## config.mk

```make
export PLATFORM = sky130hd
export DESIGN_NAME = adventure_player
export DESIGN_NICKNAME = d
export VERILOG_FILES = /design/src/rtl/adventure_cmd_pkg.sv /design/src/rtl/adventure_player_route_buffer.sv /design/src/rtl/adventure_player.sv
export SDC_FILE = /design/constraint.sdc
export NUM_CORES = 1
export LEC_CHECK = 0
export CORE_ASPECT_RATIO = 1.4
export CORE_MARGIN = 2
export CORE_UTILIZATION = 54
export CTS_CLUSTER_SIZE = 24
export DETAILED_ROUTE_END_ITERATION = 16
export PLACE_DENSITY = 0.9
export SYNTH_ARGS = -nofsm -noshare
export SYNTH_HDL_FRONTEND = slang
export SYNTH_SLANG_ARGS = --single-unit
```

## constraint.sdc

```tcl
create_clock -name clk -period 2.7 [get_ports clk]
set_clock_uncertainty 0.1 [all_clocks]
set_input_delay 0.675 -clock clk [delete_from_list [all_inputs] [get_ports clk]]
set_output_delay 0.675 -clock clk [all_outputs]
set_load 0.01 [all_outputs]
```

## src/rtl/adventure_cmd_pkg.sv

```systemverilog
// adventure_cmd: shared move, result and player-state encodings for the adventure core
package adventure_cmd;
    typedef enum logic [1:0] {D_NORTH, D_SOUTH, D_WEST, D_EAST} dir_type;
    typedef enum logic [1:0] {RES_NONE, RES_WIN, RES_DIE, RES_EXHAUSTED} result_type;
    typedef enum logic [1:0] {P_IDLE, P_ISSUE, P_WAIT, P_DONE} player_state_type;
endpackage

```

## src/rtl/adventure_player_route_buffer.sv

```systemverilog
// route_buffer: unreset register array of moves with one write port and a combinational read
module route_buffer
    import adventure_cmd::*;
#(
    parameter int ROUTE_LEN = 8,
    parameter int IW = 3
)(
    input  logic          clk,
    input  logic          we,
    input  logic [IW-1:0] wr_idx,
    input  dir_type       wdata,
    input  logic [IW-1:0] rd_idx,
    output dir_type       rdata
);
    dir_type mem [ROUTE_LEN];
    always_ff @(posedge clk) begin
        if (we) mem[wr_idx] <= wdata;
    end
    assign rdata = mem[rd_idx];
endmodule

```

## src/rtl/adventure_player.sv

```systemverilog
// adventure_player: stores a route of moves and replays it as one-hot pulses, reporting win/die/exhausted
module adventure_player
    import adventure_cmd::*;
#(
    parameter int ROUTE_LEN = 8,
    parameter int GAP = 1,
    localparam int CW = $clog2(ROUTE_LEN + 1)
)(
    input  logic          clk,
    input  logic          reset,
    input  logic          load_en,
    input  dir_type       load_dir,
    input  logic          clear,
    input  logic          start,
    input  logic          win,
    input  logic          die,
    output logic          north,
    output logic          south,
    output logic          west,
    output logic          east,
    output logic          busy,
    output logic          done,
    output result_type    result,
    output logic [CW-1:0] route_len,
    output logic [CW-1:0] step_count,
    output logic          full
);
    localparam int IW = (ROUTE_LEN > 1) ? $clog2(ROUTE_LEN) : 1;
    localparam int GW = $clog2(GAP + 1);
    player_state_type state, state_nxt;
    logic [CW-1:0] rd_ptr, rd_nxt, step_nxt, len_nxt;
    logic [GW-1:0] gap, gap_nxt;
    result_type res_nxt;
    dir_type cur_dir;
    logic we;
    route_buffer #(.ROUTE_LEN(ROUTE_LEN), .IW(IW)) u_route (
        .clk   (clk),
        .we    (we),
        .wr_idx(route_len[IW-1:0]),
        .wdata (load_dir),
        .rd_idx(rd_ptr[IW-1:0]),
        .rdata (cur_dir)
    );
    always_ff @(posedge clk or posedge reset) begin
        if (reset) begin
            state      <= P_IDLE;
            rd_ptr     <= '0;
            step_count <= '0;
            result     <= RES_NONE;
            gap        <= '0;
            route_len  <= '0;
        end else begin
            state      <= state_nxt;
            rd_ptr     <= rd_nxt;
            step_count <= step_nxt;
            result     <= res_nxt;
            gap        <= gap_nxt;
            route_len  <= len_nxt;
        end
    end
    always_comb begin
        state_nxt = state;
        rd_nxt    = rd_ptr;
        step_nxt  = step_count;
        res_nxt   = result;
        gap_nxt   = gap;
        len_nxt   = route_len;
        we        = 1'b0;
        case (state)
            P_IDLE, P_DONE: begin
                if (clear) begin
                    len_nxt = '0;
                    if (state == P_DONE) begin
                        state_nxt = P_IDLE;
                        res_nxt   = RES_NONE;
                        step_nxt  = '0;
                    end
                end else if (start) begin
                    rd_nxt    = '0;
                    step_nxt  = '0;
                    res_nxt   = (route_len == '0) ? RES_EXHAUSTED : RES_NONE;
                    state_nxt = (route_len == '0) ? P_DONE : P_ISSUE;
                end else if (load_en && !full) begin
                    we      = 1'b1;
                    len_nxt = route_len + CW'(1);
                end
            end
            P_ISSUE: begin
                rd_nxt    = rd_ptr + CW'(1);
                step_nxt  = step_count + CW'(1);
                gap_nxt   = GW'(GAP);
                state_nxt = P_WAIT;
            end
            P_WAIT: begin
                if (die || win) begin
                    state_nxt = P_DONE;
                    res_nxt   = die ? RES_DIE : RES_WIN;
                end else if (gap == GW'(1)) begin
                    state_nxt = (rd_ptr == route_len) ? P_DONE : P_ISSUE;
                    res_nxt   = (rd_ptr == route_len) ? RES_EXHAUSTED : RES_NONE;
                end else begin
                    gap_nxt = gap - GW'(1);
                end
            end
            default: state_nxt = P_IDLE;
        endcase
    end
    assign north = state == P_ISSUE && cur_dir == D_NORTH;
    assign south = state == P_ISSUE && cur_dir == D_SOUTH;
    assign west  = state == P_ISSUE && cur_dir == D_WEST;
    assign east  = state == P_ISSUE && cur_dir == D_EAST;
    assign busy  = state == P_ISSUE || state == P_WAIT;
    assign done  = state == P_DONE;
    assign full  = route_len == CW'(ROUTE_LEN);
endmodule

```

After elaboration in Yosys (flattened, before gate mapping)
Memories as Yosys holds them, arrays and structs flattened.
Index checks and enable logic that the tools add are counted.
{"block": "classes", "add_sub_neg": 4, "eq_ne": 15, "muxes": 34, "n_reduce_logical": 22}
{"operator": "2-to-1 mux 2 bit", "count": 14}
{"operator": "2-to-1 mux 4 bit", "count": 7}
{"operator": "case mux 4 bit (2 select lines)", "count": 2}
{"operator": "adder 4 x 1 -> 4 bit (second input constant)", "count": 3}
{"operator": "AND reduction 3 bit", "count": 4}
{"operator": "!= test 3 bit (second input constant)", "count": 3}
{"operator": "== test 2 bit (second input constant)", "count": 4}
{"operator": "2-to-1 mux 1 bit", "count": 8}
{"operator": "!= test 2 bit (second input constant)", "count": 4}
{"operator": "nonzero test 2 bit", "count": 4}
{"operator": "case mux 2 bit (3 select lines)", "count": 1}
{"operator": "logical AND 1 bit", "count": 5}
{"operator": "== test 2 x 1 -> 1 bit (second input constant)", "count": 2}
{"operator": "== test 4 bit", "count": 1}
{"operator": "== test 4 bit (second input constant)", "count": 1}
{"operator": "zero test 2 bit", "count": 2}
{"operator": "zero test 4 bit", "count": 1}
{"operator": "case mux 2 bit (2 select lines)", "count": 1}
{"operator": "AND reduction 4 bit", "count": 1}
{"operator": "logical OR 1 bit", "count": 2}
{"operator": "case mux 1 bit (2 select lines)", "count": 1}
{"operator": "AND reduction 2 bit", "count": 1}
{"operator": "OR reduction 2 bit", "count": 1}
{"operator": "zero test 1 bit", "count": 1}
{"operator": "subtractor 1 bit (second input constant)", "count": 1}
{"block": "totals", "register_bits": 17, "mem_bits_rw": 16, "inputBits": 9, "output_inout_bits": 17, "word_cells": 82, "mem_count": 1}
{"name": "u_route.mem", "words": 8, "word_bits": 2, "read_ports": 1, "rd_ports_with_merged_regs": 0, "write_ports": 1, "line": "adventure_player_route_buffer.sv:15", "text": "dir_type mem [ROUTE_LEN];"}

Depth between registers and ports, before layout
{"block": "depth", "ltp_word": 9, "depth_mapped": 7, "mapped_depth_nobuf": 6}

By module
A second synthesis with hierarchy kept.
{"block": "unflattened", "cells_unflattened": 156, "area_unflattened_um2": 1788.0}
{"module": "adventure_player", "instances": 1, "cells_per_inst": 121, "area_per_inst_um2": 1121.1, "seq_area_each_um2": 425.4}
{"module": "route_buffer", "instances": 1, "cells_per_inst": 35, "area_per_inst_um2": 666.9, "seq_area_each_um2": 480.5}

Least setup slack after synthesis
No wires, ideal clock.
{"block": "synth_path", "path_type": "reg-to-output", "from": "register rd_ptr[0]", "to": "output west", "arrival_time_ns": 1.390, "required_ns": 1.925, "path_slack_ns": 0.535, "path_stages_with_launch": 6, "n_path_buf": 1, "cell_sequence": "dfrtp_1 buf_6 mux4_2 mux2i_4 inv_2 and3_1"}
{"block": "synth_via", "elab_chain_len": 3}
{"item": "start, declared", "line": "adventure_player.sv:31", "text": "logic [CW-1:0] rd_ptr, rd_nxt, step_nxt, len_nxt;"}
{"item": "start signal, assigned", "line": "adventure_player.sv:54", "text": "rd_ptr <= rd_nxt;"}
{"item": "memory read (8 x 2 bit)"}
{"item": "== test 2 bit", "line": "adventure_player.sv:110", "text": "assign west = state == P_ISSUE && cur_dir == D_WEST;"}
{"item": "logical AND 1 bit", "line": "adventure_player.sv:110"}
{"item": "end, declared", "line": "adventure_player.sv:19", "text": "output logic west,"}
No other way between the ends.

Worst setup path in the final report
{"block": "layout_path", "from": "register rd_ptr[0]", "to": "output north"}
{"block": "layout_via", "elab_chain_len": 3}
{"item": "memory read (8 x 2 bit)"}
{"item": "zero test 2 bit", "line": "adventure_player.sv:108", "text": "assign north = state == P_ISSUE && cur_dir == D_NORTH;"}
{"item": "logical AND 1 bit", "line": "adventure_player.sv:108"}
{"item": "end, declared", "line": "adventure_player.sv:17", "text": "output logic north,"}
No other way between the ends.

==> results.cfg <==
[floorplan]
die_h_um = 72.7
start_util = 0.577
core_area_um2 = 3150
rows = 24
die_w_um = 53.0
dieArea_um2 = 3850
io_pins = 26

[sta]
setup-tns-final_ns = 0
worst_slack_ns = 0.0924
rsz0062_at_grt = false
min_period_over_period = 0.966
slew_headroom = 0.534
tightest_slew_ns = 0.698
drv_slew = 0
setup_viol = 0
max_freq_mhz = 383
hold_viol_final = 0
post-route-min-period_ns = 2.61

[detailed_routing]
drt_iter0_markers = 42
wire_per_inst_um = 16.4
vias_per_cell = 5.96
ant_nets = 0
drt_wl_total_um = 3930
drcViolationCount = 0
dr.pass1.iters = 4
num_vias = 1431

[clocking]
cts_buffer_depth = 2
cts.sinks = 33
path_clk_slew_ns = 0.07
numCtsBuffers = 5
clk_latency_ns = 0.29
cts_setup_buffers = 0
clock-root-buffer = clkbuf_8
cts_tree = done
htreeDepth = 2

[global_routing]
antenna_found_initial = 0
grt_max_degree = 18
gr-usage-met3 = 0.0553
grt_busiest_layer = met2
grt_usage = 0.238
grt_pass1_wl_um = 6600
grt.overflow.total = 0
grt_pass1_vias = 1463
use_met1 = 0.295
use_met2 = 0.394

[logic_synthesis]
synth_top_cell_area_share = 0.264
avgSynthCellArea_um2 = 10.9
synth_area_um2 = 1820
ys_top_cells_by_count = dfrtp_1, edfxtp_1, o21ai_0
syn-num-nets = 183
synth_ff_type = dfrtp_1
ys_seq_area_frac = 0.498
synthArstFlopShare = 0.515
yosysMostFrequentCell = dfrtp_1
synth_edf_count = 16
ys_ff_latch = 33
ys_top_cells_by_area = edfxtp_1, dfrtp_1, ha_1
yosysTopAreaCell = edfxtp_1
syn_inst = 167
synth_cell_types = 44
yosysWarnings = 0

[worst_setup_path]
rr_startpoint = route_len[0]
worst-path-buf-inv = 1
timing_worst_setup_path_type = reg -> out
cp_top_family = multiplexers
cp_slowest_stage_delay_ns = 0.54
cp.arrival_ns = 1.83
cp_cell_sequence = mux4_2 > mux2i_4 > and3_1 > dlygate4sd2_1
cp-end-kind = output pin
slowest_stage = mux4_2
crit_path_max_fanout = 3
critPathLaunchType = flop
cp-startpoint = rd_ptr[0]
cp.required_ns = 1.92

[place]
dp.cells = 232
place_area_um2 = 2130
pre_cts_ws_ns = 0.0635
dp_hpwl_um = 2930
gp_congestion = 0.896
port_buffers = 25

[power]
ir_drop_mv = 0.750
power.density_nw_per_um2 = 985
power.leakage_nw = 0.959

[layout]
n_antenna_cell = 0
drive_gt1_frac = 0.149
stdcell_count = 240
area_growth_pct = 24.8
nets = 216
final_cell_area_um2 = 2270
post-route-util = 0.720

[run_status]
outcome = finished clean

[job]
maxCapViolations = 0

[worst_hold_path]
hp-class = reg -> reg
hold_start = gap
[cell type report]
| type | count | area (µm²) |
|---|---|---|
| well taps | 39 | 48.8 |
| multi-input cells | 116 | 821 |
| inverters | 10 | 37.5 |
| fillers | 237 | 883 |
| flip-flops and latches | 33 | 907 |
| clock buffers | 5 | 68.8 |
| repair buffers | 34 | 322 |
| clock inverters | 3 | 65.1 |
[routing by layer]
metal / up-vias / wire length [µm]
met4: 0 / 84
met1: 695 / 1610
met3: 11 / 211
li1: 672 / -
met2: 53 / 2020
met5: - / 0
[through the flow]
stage	hold slack (ns)	total power [mW]
after floorplan	0.336	1.31
after global placement	0.355	1.62
after detailed placement	0.366	1.67
after CTS	0.393	2.23
after global routing	0.424	2.37
final	0.402	2.24
[what timing repair did]
action / 4_1_cts / 5_1_grt
hold buffers: 0 / 0
setup endpoints to repair: 4 / 4
gates resized for setup: 3 / 5
gates cloned: 0 / 0
[worst paths after layout]
kind	slack, ns	cells past startpoint	to
worst min-delay path	0.40	1	gap
max in group asynchronous	1.32	2	rd_ptr[0]
worst min register to register	0.40	1	gap
worst max register to register	0.51	6	u_route.mem[1][1]
worst max-delay path	0.09	4	north
min in group asynchronous	0.69	2	state[1]
[kinds of logic after synthesis]
logic type               Yosys count  share of synthesized area
adder cells (fa/ha/maj)            7                     0.0482
XOR/XNOR                           4                     0.0193
multiplexers                       8                     0.0654
AO/OA/AOI/OAI                     38                      0.146
buffers and inverters             18                     0.0530
AND/OR/NAND/NOR                   59                      0.170
flip-flops                        33                      0.498
[sequential cells by signal, indices dropped and copies added (netlist names)]
name         flops
route_len        4
u_route.mem     16
step_count       4
result           2
state            2
rd_ptr           4
gap              1
[placed cells by master, fill, tap and decap left out, types with 2 or more instances in the layout]
cell type,netlist,layout
inv_1,9,9
edfxtp_1,16,16
mux2i_1,4,4
nor2b_1,3,3
a21oi_1,4,4
ha_1,7,7
and3_1,3,3
a22o_1,5,5
nand2b_1,6,6
dlygate4sd2_1,0,2
xor2_1,4,4
nor3_1,2,2
and2_1,2,2
and3b_1,2,2
nand2_1,11,11
nor2_1,15,15
buf_4,0,8
o31ai_1,2,2
mux4_2,2,2
o21ai_0,16,16
nand4_1,2,2
dfrtp_1,17,16
clkdlybuf4s50_1,0,21
clkbuf_8,1,5
bufinv_16,0,2
nand3_1,8,8
[where the power goes]
group / switching (mW) / total, mW / leakage (nW) / internal (mW)
clock network: 0.192 / 0.559 / 0.0681 / 0.367
logic: 0.553 / 1.00 / 0.528 / 0.451
registers: 0.0731 / 0.673 / 0.363 / 0.600
Power figures use the tool's default switching activity.
